<file path="config.mk">
export PLATFORM = sky130hd
export DESIGN_NAME = mem_wb_stage
export DESIGN_NICKNAME = d
export VERILOG_FILES = /design/src/rtl/mem_wb_stage.sv
export SDC_FILE = /design/constraint.sdc
export NUM_CORES = 1
export LEC_CHECK = 0
export ABC_AREA = 0
export CAP_MARGIN = 30
export CORE_ASPECT_RATIO = 1.75
export CORE_UTILIZATION = 35
export DETAILED_ROUTE_END_ITERATION = 6
export PLACE_DENSITY_LB_ADDON = 0.05
export SYNTH_ARGS = -nofsm -noshare
export SYNTH_HDL_FRONTEND = slang
export SYNTH_SLANG_ARGS = --single-unit
</file>
<file path="constraint.sdc">
create_clock -name CLK -period 2.3 [get_ports CLK]
set_input_delay 0.46 -clock CLK [delete_from_list [all_inputs] [get_ports CLK]]
set_output_delay 0.46 -clock CLK [all_outputs]
set_load 0.03 [all_outputs]
</file>
<file path="src/rtl/mem_wb_stage.sv">
// MEM/WB pipeline register: captures MEM results, gates writes to x0,
// resolves the writeback value for EX forwarding and counts retired instructions.
module mem_wb_stage #(
   parameter int CNT_W = 32
) (
   input  logic             CLK,
   input  logic             RST_n,
   input  logic             Stall,
   input  logic             Flush,
   input  logic             M_Valid,
   input  logic             M_RegWr,
   input  logic             M_immres,
   input  logic [1:0]       M_RegDst,
   input  logic [4:0]       M_WriteReg,
   input  logic [31:0]      M_AluOutput,
   input  logic [31:0]      M_Datain,
   input  logic [31:0]      M_extend,
   input  logic [31:0]      M_PC,
   input  logic [1:0]       M_cmp,
   output logic             W_Valid,
   output logic             W_RegWr,
   output logic             W_immres,
   output logic [1:0]       W_RegDst,
   output logic [4:0]       W_WriteReg,
   output logic [31:0]      W_AluOutput,
   output logic [31:0]      W_Datain,
   output logic [31:0]      W_extend,
   output logic [31:0]      W_PC,
   output logic [1:0]       W_cmp,
   output logic             FwdEn,
   output logic [31:0]      FwdData,
   output logic [CNT_W-1:0] RetireCnt
);

   logic             valid_q, valid_d;
   logic             regwr_q, regwr_d;
   logic             immres_q, immres_d;
   logic [1:0]       regdst_q, regdst_d;
   logic [4:0]       wreg_q, wreg_d;
   logic [31:0]      alu_q, alu_d;
   logic [31:0]      din_q, din_d;
   logic [31:0]      ext_q, ext_d;
   logic [31:0]      pc_q, pc_d;
   logic [1:0]       cmp_q, cmp_d;
   logic [CNT_W-1:0] cnt_q, cnt_d;
   logic             retire;

   // Flush only kills the slot; data fields keep their values so nothing toggles needlessly.
   always_comb begin
      valid_d  = valid_q;
      regwr_d  = regwr_q;
      immres_d = immres_q;
      regdst_d = regdst_q;
      wreg_d   = wreg_q;
      alu_d    = alu_q;
      din_d    = din_q;
      ext_d    = ext_q;
      pc_d     = pc_q;
      cmp_d    = cmp_q;
      if (Flush) begin
         valid_d = 1'b0;
         regwr_d = 1'b0;
      end else if (!Stall) begin
         valid_d  = M_Valid;
         regwr_d  = M_Valid & M_RegWr & (M_WriteReg != 5'd0);
         immres_d = M_immres;
         regdst_d = M_RegDst;
         wreg_d   = M_WriteReg;
         alu_d    = M_AluOutput;
         din_d    = M_Datain;
         ext_d    = M_extend;
         pc_d     = M_PC;
         cmp_d    = M_cmp;
      end
   end

   // The WB instruction leaves on any unstalled edge, flushed or not.
   assign retire = valid_q & ~Stall;
   assign cnt_d  = cnt_q + {{(CNT_W-1){1'b0}}, retire};

   always_ff @(posedge CLK or negedge RST_n) begin
      if (!RST_n) begin
         valid_q  <= 1'b0;
         regwr_q  <= 1'b0;
         immres_q <= 1'b0;
         regdst_q <= 2'd0;
         wreg_q   <= 5'd0;
         alu_q    <= 32'd0;
         din_q    <= 32'd0;
         ext_q    <= 32'd0;
         pc_q     <= 32'd0;
         cmp_q    <= 2'd0;
         cnt_q    <= '0;
      end else begin
         valid_q  <= valid_d;
         regwr_q  <= regwr_d;
         immres_q <= immres_d;
         regdst_q <= regdst_d;
         wreg_q   <= wreg_d;
         alu_q    <= alu_d;
         din_q    <= din_d;
         ext_q    <= ext_d;
         pc_q     <= pc_d;
         cmp_q    <= cmp_d;
         cnt_q    <= cnt_d;
      end
   end

   always_comb begin
      FwdData = alu_q;
      if (immres_q) begin
         FwdData = ext_q;
      end else begin
         unique case (regdst_q)
            2'b00:   FwdData = alu_q;
            2'b01:   FwdData = din_q;
            2'b10:   FwdData = pc_q + 32'd4;
            default: FwdData = {31'd0, cmp_q[0]};
         endcase
      end
   end

   assign FwdEn       = regwr_q;
   assign W_Valid     = valid_q;
   assign W_RegWr     = regwr_q;
   assign W_immres    = immres_q;
   assign W_RegDst    = regdst_q;
   assign W_WriteReg  = wreg_q;
   assign W_AluOutput = alu_q;
   assign W_Datain    = din_q;
   assign W_extend    = ext_q;
   assign W_PC        = pc_q;
   assign W_cmp       = cmp_q;
   assign RetireCnt   = cnt_q;

endmodule

</file>
* Yosys cells after proc, flatten, opt, wreduce, memory -nomap -nowiden
Cells that the tools add are included.
Widths: inputs -> output; s select.
** Word-level totals
- Bits in registers :: 172
- Output and inout bits :: 205
- Logic and storage cells :: 30
** Cells by class
- Add/subtract/negate cells :: 2
- Eq/ne operators :: 3
- Mux-type cells :: 6
- Bitwise logic cells :: 5
- Reduce and logical (&&, ||, !) cells :: 3
** Operators by type and width (number)
- $pmux 32 s3 :: 1
- $add 32x1->32 :: 1
- $add 32x3->32 const B :: 1
- $mux 32 :: 1
- $reduce_bool 5->1 :: 1
- $mux 1 :: 4
- $and 1x1->1 :: 3
- $eq 2x1->1 const B :: 1
- $eq 2x2->1 const B :: 1
- $logic_not 2->1 :: 1
- $ne 2x1->1 const B :: 1
- $not 1->1 :: 2
- $reduce_and 2->1 :: 1

* Longest topological paths before layout
- Depth after elaboration :: 4
- Mapped depth :: 7

* Worst setup path after synthesis
No wires, ideal clock.
- Path type :: reg2out
- From :: register pc_q[4], in the netlist W_PC[4]
- To :: output port FwdData[19]
- Arrival :: 2164 ps
- Data required time :: 1840 ps
- Path slack :: -324 ps
- Cell stages (with the launch flop) :: 6
- Path buffers :: 0
- Cell sequence :: dfrtp_1 > nand4_4 > nor3_2 > nand3_1 > xor2_1 > o21ai_0
** On the way
- Cells in the longest elaborated chain, start to end :: 3
** Ends and longest elaborated chain
- from (decl) :: RTL line 43 : logic [31:0] pc_q, pc_d;
- from (signal assigned) :: RTL line 103 : pc_q <= pc_d;
- $add 32x3->32 :: RTL line 117 : 2'b10: FwdData = pc_q + 32'd4;
- $pmux 32 s3 :: RTL line 114 : unique case (regdst_q)
- $mux 32 :: RTL line 111 : if (immres_q) begin
- to (decl) :: RTL line 31 : output logic [31:0] FwdData,
No other way between the ends.

* Worst setup path after layout
- From :: register pc_q[3], in the netlist W_PC[3]
- To :: output port FwdData[20]
Same word-level chain as after synthesis.

==> impl_table.tex <==
\begin{tabular}{lr}
\hline
Metric & Value \\
\hline
\multicolumn{2}{l}{\textbf{Clocking}} \\
\quad Sinks on Clock Net & 172 \\
\quad Total clock buffers created by CTS & 17 \\
\quad Clock-pin slew of the registers on the worst-case setup and hold paths & 0.06 ns \\
\quad Clk buf depth & 2 \\
\quad CTS HTree Levels & 4 \\
\quad Clock tree from TritonCTS & done \\
\quad Worst-Skew Late Latency & 0.43 ns \\
\quad Clock tree root buffer cell & sky130\_fd\_sc\_hd\_\_clkbuf\_16 \\
\multicolumn{2}{l}{\textbf{Setup path}} \\
\quad Critical path fanouts, max & 7 \\
\quad Dominant cell type by count on the critical path & sky130\_fd\_sc\_hd\_\_buf\_6 \\
\quad Slowest cell on crit path & sky130\_fd\_sc\_hd\_\_dfrtp\_2 \\
\quad Type of the worst setup path & flip-flop to output port \\
\quad Biggest cell delay along the critical path & 0.40 ns \\
\quad Chain of cells forming the critical path & ha\_4, nand2\_4, nor3\_4, buf\_6, nand4\_1, xor2\_1, o221ai\_4, buf\_6 \\
\quad Crit. End Element & output port \\
\quad CP Launch Type & flip-flop \\
\quad Number of cells on the worst reg-to-reg path & 6 \\
\quad Endpoint arrival time on the critical path & 2.10 ns \\
\quad Required time worst endpoint & 1.84 ns \\
\multicolumn{2}{l}{\textbf{Synthesis}} \\
\quad Synth cell types & 46 \\
\quad Count of flip-flops with a built-in enable after synthesis & 0 \\
\quad Flip-flop cell with the highest count after synthesis & sky130\_fd\_sc\_hd\_\_dfrtp\_1 \\
\quad Mean instance size in the synthesized netlist & 12.5 um2 \\
\quad Share of the yosys chip area belonging to registers & 54.0\% \\
\quad Cell area after technology mapping & 0.00798 mm2 \\
\quad Net count of the mapped netlist & 787 \\
\quad Post-Syn Instances & 640 \\
\quad Count of yosys warnings during synthesis & 0 \\
\quad Count of state elements after synthesis & 172 \\
\quad Fraction of registers with async set or reset after synthesis & 100\% \\
\multicolumn{2}{l}{\textbf{Timing}} \\
\quad Worst hold-check slack & 0.465 ns \\
\quad Slew at the pin with the worst max-slew slack & 0.418 ns \\
\quad Worst-case clock skew & 0.00586 ns \\
\quad Number of failing setup endpoints in the final timing report & 29 \\
\quad Normalized max-slew margin & 72.1\% \\
\quad Final clock period utilization by the worst path & 111\% \\
\quad Final critical-path setup slack & -0.262 ns \\
\quad Unrepaired setup endpoints after global routing & yes \\
\quad Final min period & 2.56 ns \\
\quad Number of hold violations in the final report & 0 \\
\quad Slew Viols, Final & 0 \\
\quad Maximum operating frequency & 0.390 GHz \\
\multicolumn{2}{l}{\textbf{Global routing}} \\
\quad Met2 capacity usage during global routing & 46.9\% \\
\quad Global routing's busiest layer & met2 \\
\quad Met3 routing resource usage after global routing & 6.60\% \\
\quad First-pass GRT wire length & 41800 um \\
\quad Number of antenna violations at the first check in global routing & 1 \\
\quad Remaining global-route overflow & 0 \\
\quad Via count of the first global-routing pass & 7213 \\
\quad Met1 track demand over resource in global routing & 24.4\% \\
\quad Largest net degree at the start of global routing & 57 \\
\quad Global-route total usage across every layer & 24.5\% \\
\multicolumn{2}{l}{\textbf{Cells and area}} \\
\quad P\&R area growth vs syn & 74.4\% \\
\quad Core Util, Final & 62.5\% \\
\quad Area taken by flip-flops and latches & 0.00432 mm2 \\
\quad Final cell area excluding filler cells & 0.0139 mm2 \\
\quad Fraction of layout instances using a drive strength above 1 & 35.6\% \\
\quad Fill cell total of the finished layout & 1873 \\
\quad Post-layout net count & 1224 \\
\quad Multi-input combinational cell area & 0.00402 mm2 \\
\multicolumn{2}{l}{\textbf{Routing}} \\
\quad Via-to-Cell Ratio & 4.90 \\
\quad DRC violation count after routing & 0 \\
\quad Drt wl/cell & 20.4 um \\
\quad Starting DRT DRC Count & 240 \\
\quad Detailed Routing Iterations Pass 1 & 4 \\
\quad Vias & 6799 \\
\quad Residual antenna-violating net count after detailed routing & 0 \\
\quad Final wirelength & 28200 um \\
\multicolumn{2}{l}{\textbf{Floorplanning}} \\
\quad Initial standard-cell utilization of the core & 35.9\% \\
\quad Die ar. & 0.0234 mm2 \\
\quad Die extent in y & 202 um \\
\quad Die X & 116 um \\
\quad Area of the placeable core & 0.0223 mm2 \\
\quad \# IOs & 349 \\
\quad Std-Cell Rows & 72 \\
\multicolumn{2}{l}{\textbf{Run status}} \\
\quad Status & finished with violations \\
\quad Violated checks & negative setup slack \\
\multicolumn{2}{l}{\textbf{Place}} \\
\quad Number of port buffers & 348 \\
\quad Instance area after placement & 0.0123 mm2 \\
\quad Post-placement setup slack & -0.0153 ns \\
\quad Gpl congestion & 0.832 \\
\quad Detailed-placement wirelength estimate & 20600 um \\
\multicolumn{2}{l}{\textbf{Power}} \\
\quad VDD IR max & 0.583 mV \\
\quad PD cells & 808 mW/mm2 \\
\quad Final Total Pwr & 11.2 mW \\
\quad Leakage dissipation & 5.73 nW \\
\multicolumn{2}{l}{\textbf{Min path}} \\
\quad Path type of the worst min-delay path & primary input to asynchronous set/reset pin \\
\multicolumn{2}{l}{\textbf{Job}} \\
\quad Maximum capacitance violations & 0 \\
\hline
\end{tabular}
-- Yosys cell counts (all sizes together) (5+ instances only) --
library cell	instances	area (um2)
dfrtp	172	4300
mux2	132	1490
nand2	49	184
xnor2	32	280
nand3	27	135
xor2	25	219
mux2i	24	240
nor2	23	86.3
clkbuf	22	96.3
nand4	20	140
o221ai	20	175
o21ai	15	75.1
inv	11	41.3
a21oi	10	50.1
and3	10	65.1
buf	8	48.8
nor3	7	61.3
and4	5	43.8
-- critical path: cells and delay by family (launching register included) --
family	cells	cell delay (ns)
adders and majority gates	1	0.16
and+or+nand+nor	3	0.40
DFF	1	0.40
xor gates and xnor gates	1	0.25
buffers and inverters	2	0.34
AOI/OAI and AO/OA	1	0.13
-- metal layers --
layer  wire length [um]  up-vias  share of wire, %
met5                  0        -                 0
met4                587        0               2.1
met3               1780       34               6.3
met2              16000      218                57
met1               9850     3352                35
li1                   -     3195                 -
-- flip-flops by register name, summed over array words and instances, names as in the netlist, 2 cells and up --
name         count
W_extend        32
W_RegDst         2
RetireCnt       32
W_WriteReg       5
W_cmp            2
W_Datain        32
W_PC            32
W_AluOutput     32
-- cells by family (layout without fill, tap and decap cells) --
family / count (synthesis) / after routing / synth area share [%]
mux: 157 / 157 / 21.9
other cells: 0 / 1 / 0
buf+inv: 42 / 492 / 2.49
simple gates: 150 / 150 / 9.74
flops: 172 / 172 / 54.0
compound gates: 59 / 59 / 5.16
fa+ha+maj: 3 / 3 / 0.471
xor+xnor: 57 / 57 / 6.26
-- path summary, 6_finish.rpt --
path / startpoint / endpoint / slack [ns]
min in group CLK: RetireCnt[31] / RetireCnt[31] / 0.48
max in group asynchronous: RST_n / W_Datain[16] / 1.22
worst max-delay path: W_PC[3] / FwdData[20] / -0.26
worst min register to register: RetireCnt[31] / RetireCnt[31] / 0.48
worst min-delay path: RST_n / W_extend[22] / 0.47
worst max register to register: RetireCnt[11] / RetireCnt[29] / 0.54
-- area by class of cell --
class | instances | area share, %
clock buffers | 22 | 3.34
multi-input cells | 426 | 28.9
diodes | 1 | 0.0180
repair buffers | 449 | 32.6
well taps | 296 | 2.66
clock inverters | 10 | 1.19
flip-flops and latches | 172 | 31.0
inverters | 11 | 0.333
-- stage by stage --
stage                     std cells  setup TNS, ns
final                          1387          -4.80
after global routing           1386          -7.48
after CTS                      1369          -5.49
after detailed placement       1310        -0.0210
after global placement         1310              0
after floorplan                 640        -0.0471
-- layout by cell type, fill, tap and decap left out, drive strengths merged, types with 4 or more instances in the layout --
cell,synthesis,routed
nand2,49,49
dfrtp,172,172
mux2i,24,24
a21oi,10,10
xnor2,32,32
nand4,20,20
and3,10,10
buf,8,134
mux2,132,132
clkbuf,22,22
o21ai,15,15
a211oi,4,4
o221ai,20,20
nor3,7,7
and4,5,5
nand3,27,27
nor2,23,23
bufinv,0,4
xor2,25,25
clkdlybuf4s50,0,312
inv,11,11
-- where the power goes --
| group | switching, mW | total [mW] | leakage (nW) | internal (mW) |
|---|---|---|---|---|
| combinational | 2.30 | 4.35 | 3.35 | 2.05 |
| sequential | 0.334 | 3.76 | 2.08 | 3.42 |
| clock | 1.25 | 3.13 | 0.297 | 1.88 |
| total | 3.89 | 11.2 | 5.73 | 7.35 |
-- what timing repair did --
item	4_1_cts	5_1_grt
hold endpoints to repair	23	0
pin swaps	41	35
setup buffers	23	18
cloned	3	0
gates resized for setup	101	36
hold buffers	1	0
endpoints found under the setup margin	32	33
(Power assumes the default switching activity.)
